--- src/rtl/mem_pkg.sv ---
// mem_pkg: shared definitions for the memory arbiter.
//   - size codes and direction codes used on both requester and RAM sides
//   - arbiter FSM state encoding
//   - alignment check used when a request is granted
package mem_pkg;

  localparam logic [1:0] SZ_BYTE = 2'b00;
  localparam logic [1:0] SZ_HALF = 2'b01;
  localparam logic [1:0] SZ_WORD = 2'b10;

  localparam logic RD = 1'b0;
  localparam logic WR = 1'b1;

  typedef enum logic [1:0] {
    ST_IDLE    = 2'd0,
    ST_ACCESS  = 2'd1,
    ST_RELEASE = 2'd2
  } arb_state_e;

  // Reserved size (11) is treated as misaligned so it never reaches the RAM.
  function automatic logic is_misaligned(input logic [1:0] size,
                                         input logic [1:0] addr_lsb);
    logic bad;
    bad = 1'b0;
    case (size)
      SZ_BYTE: bad = 1'b0;
      SZ_HALF: bad = addr_lsb[0];
      SZ_WORD: bad = (addr_lsb != 2'b00);
      default: bad = 1'b1;
    endcase
    return bad;
  endfunction

endpackage

--- src/rtl/mem_watchdog.sv ---
// mem_watchdog: counts clock edges while enabled and flags when the count
// reaches TIMEOUT-1.
//   CLK      in  clock, rising edge
//   Reset    in  asynchronous active-high reset
//   clear    in  synchronous clear (has priority over enable)
//   enable   in  count one edge
//   expired  out count == TIMEOUT-1
module mem_watchdog #(
  parameter int TIMEOUT = 16
) (
  input  logic CLK,
  input  logic Reset,
  input  logic clear,
  input  logic enable,
  output logic expired
);

  localparam int CW = (TIMEOUT > 2) ? $clog2(TIMEOUT) : 1;

  logic [CW-1:0] count;

  // Saturates at TIMEOUT-1; the FSM leaves ACCESS on that edge anyway.
  always_ff @(posedge CLK or posedge Reset) begin
    if (Reset) begin
      count <= '0;
    end else if (clear) begin
      count <= '0;
    end else if (enable && !expired) begin
      count <= count + 1'b1;
    end
  end

  assign expired = (count == CW'(TIMEOUT - 1));

endmodule

--- src/rtl/mem_arbiter.sv ---
// mem_arbiter: two-requester arbiter/sequencer in front of a single-ported
// byte-addressed RAM. Requester C (control unit) and requester L (loader/
// debug) share the RAM through an MFA/MFC handshake. The granted request is
// latched, alignment-checked, sent to the RAM, and completion/data/error are
// routed back to the winner. A watchdog bounds the wait for RAM MFC.
//
// Ports:
//   CLK, Reset                      clock, asynchronous active-high reset
//   c_MFA/RW/TYPE/ADDR/DIN          requester C request
//   c_DOUT/MFC/ERR                  requester C response
//   l_*                             same set for requester L
//   m_MFA/RW/TYPE/ADDR/DOUT         RAM request
//   m_DIN/MFC                       RAM response
//   busy                            1 in ACCESS or RELEASE
//   grant                           owner of current/last transfer (0=C, 1=L)
//
// States:
//   state      | meaning
//   -----------+---------------------------------------------------------
//   ST_IDLE    | no transfer; arbitrate and latch the winner on any MFA
//   ST_ACCESS  | RAM activated, waiting for m_MFC or watchdog expiry
//   ST_RELEASE | winner sees MFC/ERR until it drops its MFA
module mem_arbiter
  import mem_pkg::*;
#(
  parameter int AW      = 8,
  parameter int DW      = 32,
  parameter int TIMEOUT = 16
) (
  input  logic          CLK,
  input  logic          Reset,

  input  logic          c_MFA,
  input  logic          c_RW,
  input  logic [1:0]    c_TYPE,
  input  logic [AW-1:0] c_ADDR,
  input  logic [DW-1:0] c_DIN,
  output logic [DW-1:0] c_DOUT,
  output logic          c_MFC,
  output logic          c_ERR,

  input  logic          l_MFA,
  input  logic          l_RW,
  input  logic [1:0]    l_TYPE,
  input  logic [AW-1:0] l_ADDR,
  input  logic [DW-1:0] l_DIN,
  output logic [DW-1:0] l_DOUT,
  output logic          l_MFC,
  output logic          l_ERR,

  output logic          m_MFA,
  output logic          m_RW,
  output logic [1:0]    m_TYPE,
  output logic [AW-1:0] m_ADDR,
  output logic [DW-1:0] m_DOUT,
  input  logic [DW-1:0] m_DIN,
  input  logic          m_MFC,

  output logic          busy,
  output logic          grant
);

  arb_state_e state, state_nxt;

  logic          owner;       // winner of the current/last grant
  logic          last_grant;  // round-robin history, updated on release
  logic          lat_rw;
  logic [1:0]    lat_type;
  logic [AW-1:0] lat_addr;
  logic [DW-1:0] lat_din;
  logic          err_q;
  logic [DW-1:0] c_dout_q;
  logic [DW-1:0] l_dout_q;

  logic          req_any;
  logic          pick_l;
  logic          sel_rw;
  logic [1:0]    sel_type;
  logic [AW-1:0] sel_addr;
  logic [DW-1:0] sel_din;
  logic          sel_misaligned;
  logic          owner_mfa;
  logic          wd_expired;
  logic          in_access;

  // Arbitration: a lone requester wins; on a tie the one that did not own
  // the previous transfer wins.
  assign req_any  = c_MFA | l_MFA;
  assign pick_l   = l_MFA & (~c_MFA | ~last_grant);
  assign sel_rw   = pick_l ? l_RW   : c_RW;
  assign sel_type = pick_l ? l_TYPE : c_TYPE;
  assign sel_addr = pick_l ? l_ADDR : c_ADDR;
  assign sel_din  = pick_l ? l_DIN  : c_DIN;
  assign sel_misaligned = is_misaligned(sel_type, sel_addr[1:0]);

  assign owner_mfa = owner ? l_MFA : c_MFA;
  assign in_access = (state == ST_ACCESS);

  mem_watchdog #(
    .TIMEOUT (TIMEOUT)
  ) u_watchdog (
    .CLK     (CLK),
    .Reset   (Reset),
    .clear   (~in_access),
    .enable  (in_access),
    .expired (wd_expired)
  );

  // State register
  always_ff @(posedge CLK or posedge Reset) begin
    if (Reset) begin
      state <= ST_IDLE;
    end else begin
      state <= state_nxt;
    end
  end

  // Next-state logic
  always_comb begin
    state_nxt = state;
    case (state)
      ST_IDLE: begin
        if (req_any) begin
          state_nxt = sel_misaligned ? ST_RELEASE : ST_ACCESS;
        end
      end
      ST_ACCESS: begin
        if (m_MFC || wd_expired) begin
          state_nxt = ST_RELEASE;
        end
      end
      ST_RELEASE: begin
        if (!owner_mfa) begin
          state_nxt = ST_IDLE;
        end
      end
      default: state_nxt = ST_IDLE;
    endcase
  end

  // Request latch, error record and per-port read data
  always_ff @(posedge CLK or posedge Reset) begin
    if (Reset) begin
      owner      <= 1'b0;
      last_grant <= 1'b1;
      lat_rw     <= 1'b0;
      lat_type   <= 2'b00;
      lat_addr   <= '0;
      lat_din    <= '0;
      err_q      <= 1'b0;
      c_dout_q   <= '0;
      l_dout_q   <= '0;
    end else begin
      case (state)
        ST_IDLE: begin
          if (req_any) begin
            owner    <= pick_l;
            lat_rw   <= sel_rw;
            lat_type <= sel_type;
            lat_addr <= sel_addr;
            lat_din  <= sel_din;
            err_q    <= sel_misaligned;
          end
        end
        ST_ACCESS: begin
          // RAM completion beats a coincident watchdog expiry.
          if (m_MFC) begin
            err_q <= 1'b0;
            if (lat_rw == RD) begin
              if (owner) l_dout_q <= m_DIN;
              else       c_dout_q <= m_DIN;
            end
          end else if (wd_expired) begin
            err_q <= 1'b1;
          end
        end
        ST_RELEASE: begin
          if (!owner_mfa) begin
            last_grant <= owner;
            err_q      <= 1'b0;
          end
        end
        default: ;
      endcase
    end
  end

  // Output logic
  always_comb begin
    m_MFA = 1'b0;
    busy  = 1'b0;
    c_MFC = 1'b0;
    c_ERR = 1'b0;
    l_MFC = 1'b0;
    l_ERR = 1'b0;
    case (state)
      ST_ACCESS: begin
        m_MFA = 1'b1;
        busy  = 1'b1;
      end
      ST_RELEASE: begin
        busy = 1'b1;
        if (owner) begin
          l_MFC = 1'b1;
          l_ERR = err_q;
        end else begin
          c_MFC = 1'b1;
          c_ERR = err_q;
        end
      end
      default: ;
    endcase
  end

  // RAM-side fields simply mirror the latch; the RAM ignores them unless
  // m_MFA is high.
  assign m_RW   = lat_rw;
  assign m_TYPE = lat_type;
  assign m_ADDR = lat_addr;
  assign m_DOUT = lat_din;
  assign c_DOUT = c_dout_q;
  assign l_DOUT = l_dout_q;
  assign grant  = owner;

endmodule

--- config.mk ---
export PLATFORM = sky130hd
export DESIGN_NAME = mem_arbiter
export DESIGN_NICKNAME = d
export VERILOG_FILES = /design/src/rtl/mem_pkg.sv /design/src/rtl/mem_watchdog.sv /design/src/rtl/mem_arbiter.sv
export SDC_FILE = /design/constraint.sdc
export NUM_CORES = 1
export LEC_CHECK = 0
export ABC_CLOCK_PERIOD_IN_PS = 4330
export BUFFER_PORTS_ARGS = -buffer_cell sky130_fd_sc_hd__buf_2
export CORE_MARGIN = 10
export CORE_UTILIZATION = 30
export CTS_CLUSTER_DIAMETER = 40
export DETAILED_ROUTE_END_ITERATION = 12
export GPL_TIMING_DRIVEN = 1
export PLACE_DENSITY = 0.68
export SETUP_SLACK_MARGIN = 0.1
export SYNTH_ARGS = -nofsm -noshare
export SYNTH_HDL_FRONTEND = slang
export SYNTH_SLANG_ARGS = --single-unit
--- constraint.sdc ---
create_clock -name CLK -period 4.33 [get_ports CLK]
set_input_delay 0.2165 -clock CLK [delete_from_list [all_inputs] [get_ports CLK]]
set_output_delay 0.2165 -clock CLK [all_outputs]
set_load 0.02 [all_outputs]
After elaboration in Yosys (flattened, before gate mapping)
Cells that the tools add are included.

storage, ports and cells
  register bits after elaboration = 116
  logic and storage cells = 72

cells by class
  add/sub/neg operators = 1
  equal/unequal tests = 10
  mux-type cells = 28
  bitwise gates (word level) = 8
  reduce and logical (&&, ||, !) cells = 14

operators by type and width
  kind                                                                   number
  32-bit 2-to-1 mux                                                      1
  1-bit 2-to-1 mux                                                       16
  4-bit AND reduction                                                    3
  2-bit 2-to-1 mux                                                       5
  4-bit 2-to-1 mux                                                       2
  8-bit 2-to-1 mux                                                       1
  2-bit != test, second input constant                                   4
  1-bit case mux with 3 select lines                                     2
  2-bit case mux with 3 select lines                                     1
  1-bit NOT                                                              5
  4-bit by 1-bit adder with 4-bit output, second input constant          1
  2-bit by 1-bit equality test with 1-bit output, second input constant  2
  2-bit equality test, second input constant                             2
  4-bit equality test, second input constant                             1
  2-bit zero test                                                        2
  2-bit AND reduction                                                    2
  3-bit != test, second input constant                                   1
  3-bit AND reduction                                                    1
  3-bit nonzero test                                                     1
  1-bit OR                                                               2
  2-bit nonzero test                                                     1
  2-bit OR reduction                                                     1
  1-bit AND                                                              1
  1-bit logical AND                                                      1
  2 further kinds                                                        2

Logic depth before layout (Yosys ltp)
  depth in word-level cells = 9
  mapped depth = 7

Cells and area by module
Synthesis repeated with hierarchy kept, for this count alone.

second synthesis, totals
  cell total of the unflattened synthesis = 392
  area, all modules = 4967.3 sq um

modules (own cells, without submodules)
  module        times used  cells each  area an instance (sq um)
  mem_arbiter   1           371         4734.5
  mem_watchdog  1           21          232.7

Worst setup path before layout
Ideal clock, no wire load.

  path kind = reg2reg
  start point = register state[1]
  end point = register c_dout_q[22] (netlist: c_DOUT[22])
  data arrival time = 1.722 ns
  data required time = 4.205 ns
  setup slack = 2.483 ns
  cell stages (with the launch flop) = 7
  buffers on the path = 1
  cell sequence = dfrtp_1 > inv_1 > ha_1 > nand2_1 > nor3_2 > buf_2 > mux2_2

between the ends
  cells in the longest elaborated chain, start to end = 2

ends and longest elaborated chain
  item                                            line                text
  start, declared                                 mem_arbiter.sv:63   arb_state_e state, state_nxt;
  start signal, assigned                          mem_arbiter.sv:114  state <= state_nxt;
  2-bit by 1-bit equality test with 1-bit output  mem_arbiter.sv:154  case (state)
  4-bit AND reduction (no source line)            --
  end signal, assigned                            mem_arbiter.sv:171  else c_dout_q <= m_DIN;
  end, declared                                   mem_arbiter.sv:72   logic [DW-1:0] c_dout_q;

Every way passes these cells.
A chain may end at the register's enable or synchronous reset.

Worst setup path after layout
  start point = register last_grant
  end point = register lat_din[7] (netlist: m_DOUT[7])

between the ends
  cells in the longest elaborated chain, start to end = 4

ends and longest elaborated chain
  item                    line                text
  start, declared         mem_arbiter.sv:66   logic last_grant;
  start signal, assigned  mem_arbiter.sv:179  last_grant <= owner;
  1-bit NOT               mem_arbiter.sv:89   assign pick_l = l_MFA & (~c_MFA | ~last_grant);
  1-bit OR                mem_arbiter.sv:89
  1-bit AND               mem_arbiter.sv:89
  32-bit 2-to-1 mux       mem_arbiter.sv:93   assign sel_din = pick_l ? l_DIN : c_DIN;
  end signal, assigned    mem_arbiter.sv:161  lat_din <= sel_din;
  end, declared           mem_arbiter.sv:70   logic [DW-1:0] lat_din;

Every way passes these cells.

==> impl_metrics.env <==
export IMPL_ys_flop_type="dfrtp_1"
export IMPL_fin_crit_sh=0.506
export IMPL_track_usage=0.129
export IMPL_nFillCells=1522
export IMPL_finClkSkew_ns=0.0104
export IMPL_grt_max_degree=79
export IMPL_vias=3832
export IMPL_final_util=0.433
export IMPL_initial_core_util=0.308
export IMPL_vdd_drop_max_mv=0.289
export IMPL_rsz0062_at_grt="no"
export IMPL_routedWlPerCell_um=16.5
export IMPL_synth_yosys_seq_area_share=0.586
export IMPL_rows=46
export IMPL_io_buffer_count=236
export IMPL_critPathArrivalTime_ns=2.45
export IMPL_yosysWarningCount=0
export IMPL_die_x_um=148
export IMPL_first_iter_violations=122
export IMPL_numCtsBuffers=17
export IMPL_pre_cts_ws_ns=2.10
export IMPL_worstHoldPathType="in2async"
export IMPL_clock_sinks=116
export IMPL_core_area_sq_um=16100
export IMPL_slowest_stage="a21boi_4"
export IMPL_num_nets_final=755
export IMPL_setup_tns_ns=0
export IMPL_fin_crit_ns=2.19
export IMPL_p_leak_nw=3.60
export IMPL_critPathTopFamily="compound AO/OA/AOI/OAI gates"
export IMPL_ant_nets=0
export IMPL_crit_type="reg2reg"
export IMPL_syn_nets=516
export IMPL_synth_distinct_cells=37
export IMPL_grt_first_pass_wirelength_um=22500
export IMPL_clk_path_buf_depth=2
export IMPL_cts_tree="yes"
export IMPL_hpwl_um=10700
export IMPL_fmax_mhz=457
export IMPL_area_delta_synth_final_pct=40.3
export IMPL_hold_slack_ns=0.0297
export IMPL_cp_cell_sequence="a21boi_4 > buf_4 > mux2i_1 > o21ai_0"
export IMPL_grt_pass1_vias=4207
export IMPL_cts_hold_buf=0
export IMPL_fin_ws_ns=2.14
export IMPL_cp_data_required_time_ns=4.59
export IMPL_dpl_cell_area_sq_um=6340
export IMPL_path_buf_inv=1
export IMPL_drcViolationCount=0
export IMPL_totalWireLength_um=14100
export IMPL_post_drt_via_cell_ratio=4.48
export IMPL_yosysTopAreaCell="dfrtp_1"
export IMPL_synthCells=388
export IMPL_synthArstFlopShare=1.00
export IMPL_setup_viol=0
export IMPL_synth_top_area_share=0.581
export IMPL_worstSkewPairLatency_ns=0.41
export IMPL_synth_avg_cell_area_sq_um=12.8
export IMPL_post_cts_resized=0
export IMPL_place_gp_congestion=0.783
export IMPL_diodes=0
export IMPL_crit_path_start_kind="flip-flop"
export IMPL_fp_dieH_um=148
export IMPL_slew_headroom=0.325
export IMPL_hold_violations=0
export IMPL_syn_cell_area_sq_um=4950
export IMPL_maxSlewViolCount=0
export IMPL_htreeDepth=4
export IMPL_drv_cap=0
export IMPL_synth_most_common_cell="dfrtp_1"
export IMPL_critPathCaptureType="flip-flop"
export IMPL_place_inst=824
export IMPL_regArea_sq_um=2900
export IMPL_fin_area_sq_um=6950
export IMPL_synth_edf_count=0
export IMPL_slowest_delay_ns=0.80
export IMPL_multiInputGateArea_sq_um=1920
export IMPL_p_per_area_nw_per_um2=796
export IMPL_antenna_found_initial=0
export IMPL_ioPinCount=237
export IMPL_tightest_slew_ns=1.01
export IMPL_status="completed"
export IMPL_layoutNonFillerInstCount=856
export IMPL_synth_area_leaders="dfrtp_1 58%, mux2_2 14%, mux2i_1 9.1%, o21ai_0 3.8%, nand2_1 3.6%"
export IMPL_clkTransAtPathRegs_ns=0.06
export IMPL_postCtsSetupBuffers=0
export IMPL_ys_seq_elements=116
export IMPL_crit_fanout=26
export IMPL_root_buffer="clkbuf_16"
export IMPL_ys_top_cells_by_count="115 x dfrtp_1, 61 x mux2_2, 47 x nand2_1"
export IMPL_die_area_sq_um=22100
export IMPL_drive_gt1_frac=0.533
export IMPL_p_total_mw=5.53
export IMPL_drtPass1Iterations=4
export IMPL_overflow=0
## state kept, by name, indices dropped and copies added (netlist names)
name              count
c_DOUT               32
state                 2
last_grant            1
m_TYPE                2
grant                 1
m_RW                  1
m_ADDR                8
m_DOUT               32
l_DOUT               32
u_watchdog.count      4
err_q                 1
## cells by family after synthesis
family	after synthesis	share of synthesized area
DFF	116	0.586
buffers and inverters	28	0.0313
AOI/OAI and AO/OA	63	0.0740
adders and majority gates	5	0.0126
xor gates and xnor gates	1	0.00177
muxes	110	0.239
and+or+nand+nor	65	0.0546
## worst reg2reg max path, delay by kind of cell, from the launching register on
kind,cells,cell delay [ns]
buffers and inverters,1,0.51
multiplexers,1,0.26
AO/OA/AOI/OAI,2,0.89
flip-flops,1,0.38
## area by class of cell
type	count	share of cell area
Clock buffer	17	0.0612
Clock inverter	15	0.0259
Inverter	7	0.00414
Multi-Input combinational cell	244	0.277
Sequential cell	116	0.418
Tap cell	216	0.0389
Timing Repair Buffer	241	0.175
## metal layers
| metal | GRT usage | up-vias | wire length, um |
|---|---|---|---|
| met5 | 0 | - | 0 |
| met4 | 0.0411 | 0 | 165 |
| met3 | 0.0677 | 14 | 1480 |
| met2 | 0.203 | 162 | 6410 |
| met1 | 0.147 | 1813 | 6070 |
| li1 | - | 1843 | - |
## report_power, final
group | switching (mW) | total, mW | internal [mW]
combinational | 1.38 | 2.22 | 0.842
sequential | 0.274 | 1.88 | 1.61
clock | 0.523 | 1.43 | 0.908
## cell usage in the layout (no fill, tap or decap), types with 2 or more instances in the layout
master,instances
nand2_1,47
nor2_1,8
bufinv_16,3
inv_6,3
o21ai_0,38
mux2_2,61
a221o_1,2
clkbuf_16,17
buf_2,236
mux2i_1,45
o21ai_1,9
nor2b_1,2
a21oi_1,2
clkinvlp_4,3
buf_4,5
nand3_1,2
inv_1,6
dfrtp_1,115
mux2_1,3
clkinv_2,3
clkinv_4,3
ha_1,5
o21a_1,2
## worst paths after layout
kind,slack (ns),start,depth (start not counted),endpoint
min in group CLK,0.04,m_DIN[23],2,c_DOUT[23]
setup / recovery,2.14,last_grant,4,m_DOUT[7]
hold / removal,0.03,Reset,2,c_DOUT[12]
max in group asynchronous,3.20,Reset,3,m_DOUT[15]
hold reg to reg,0.47,m_DOUT[16],2,m_DOUT[16]
setup reg to reg,2.14,last_grant,4,m_DOUT[7]
(Power assumes the default switching activity.)
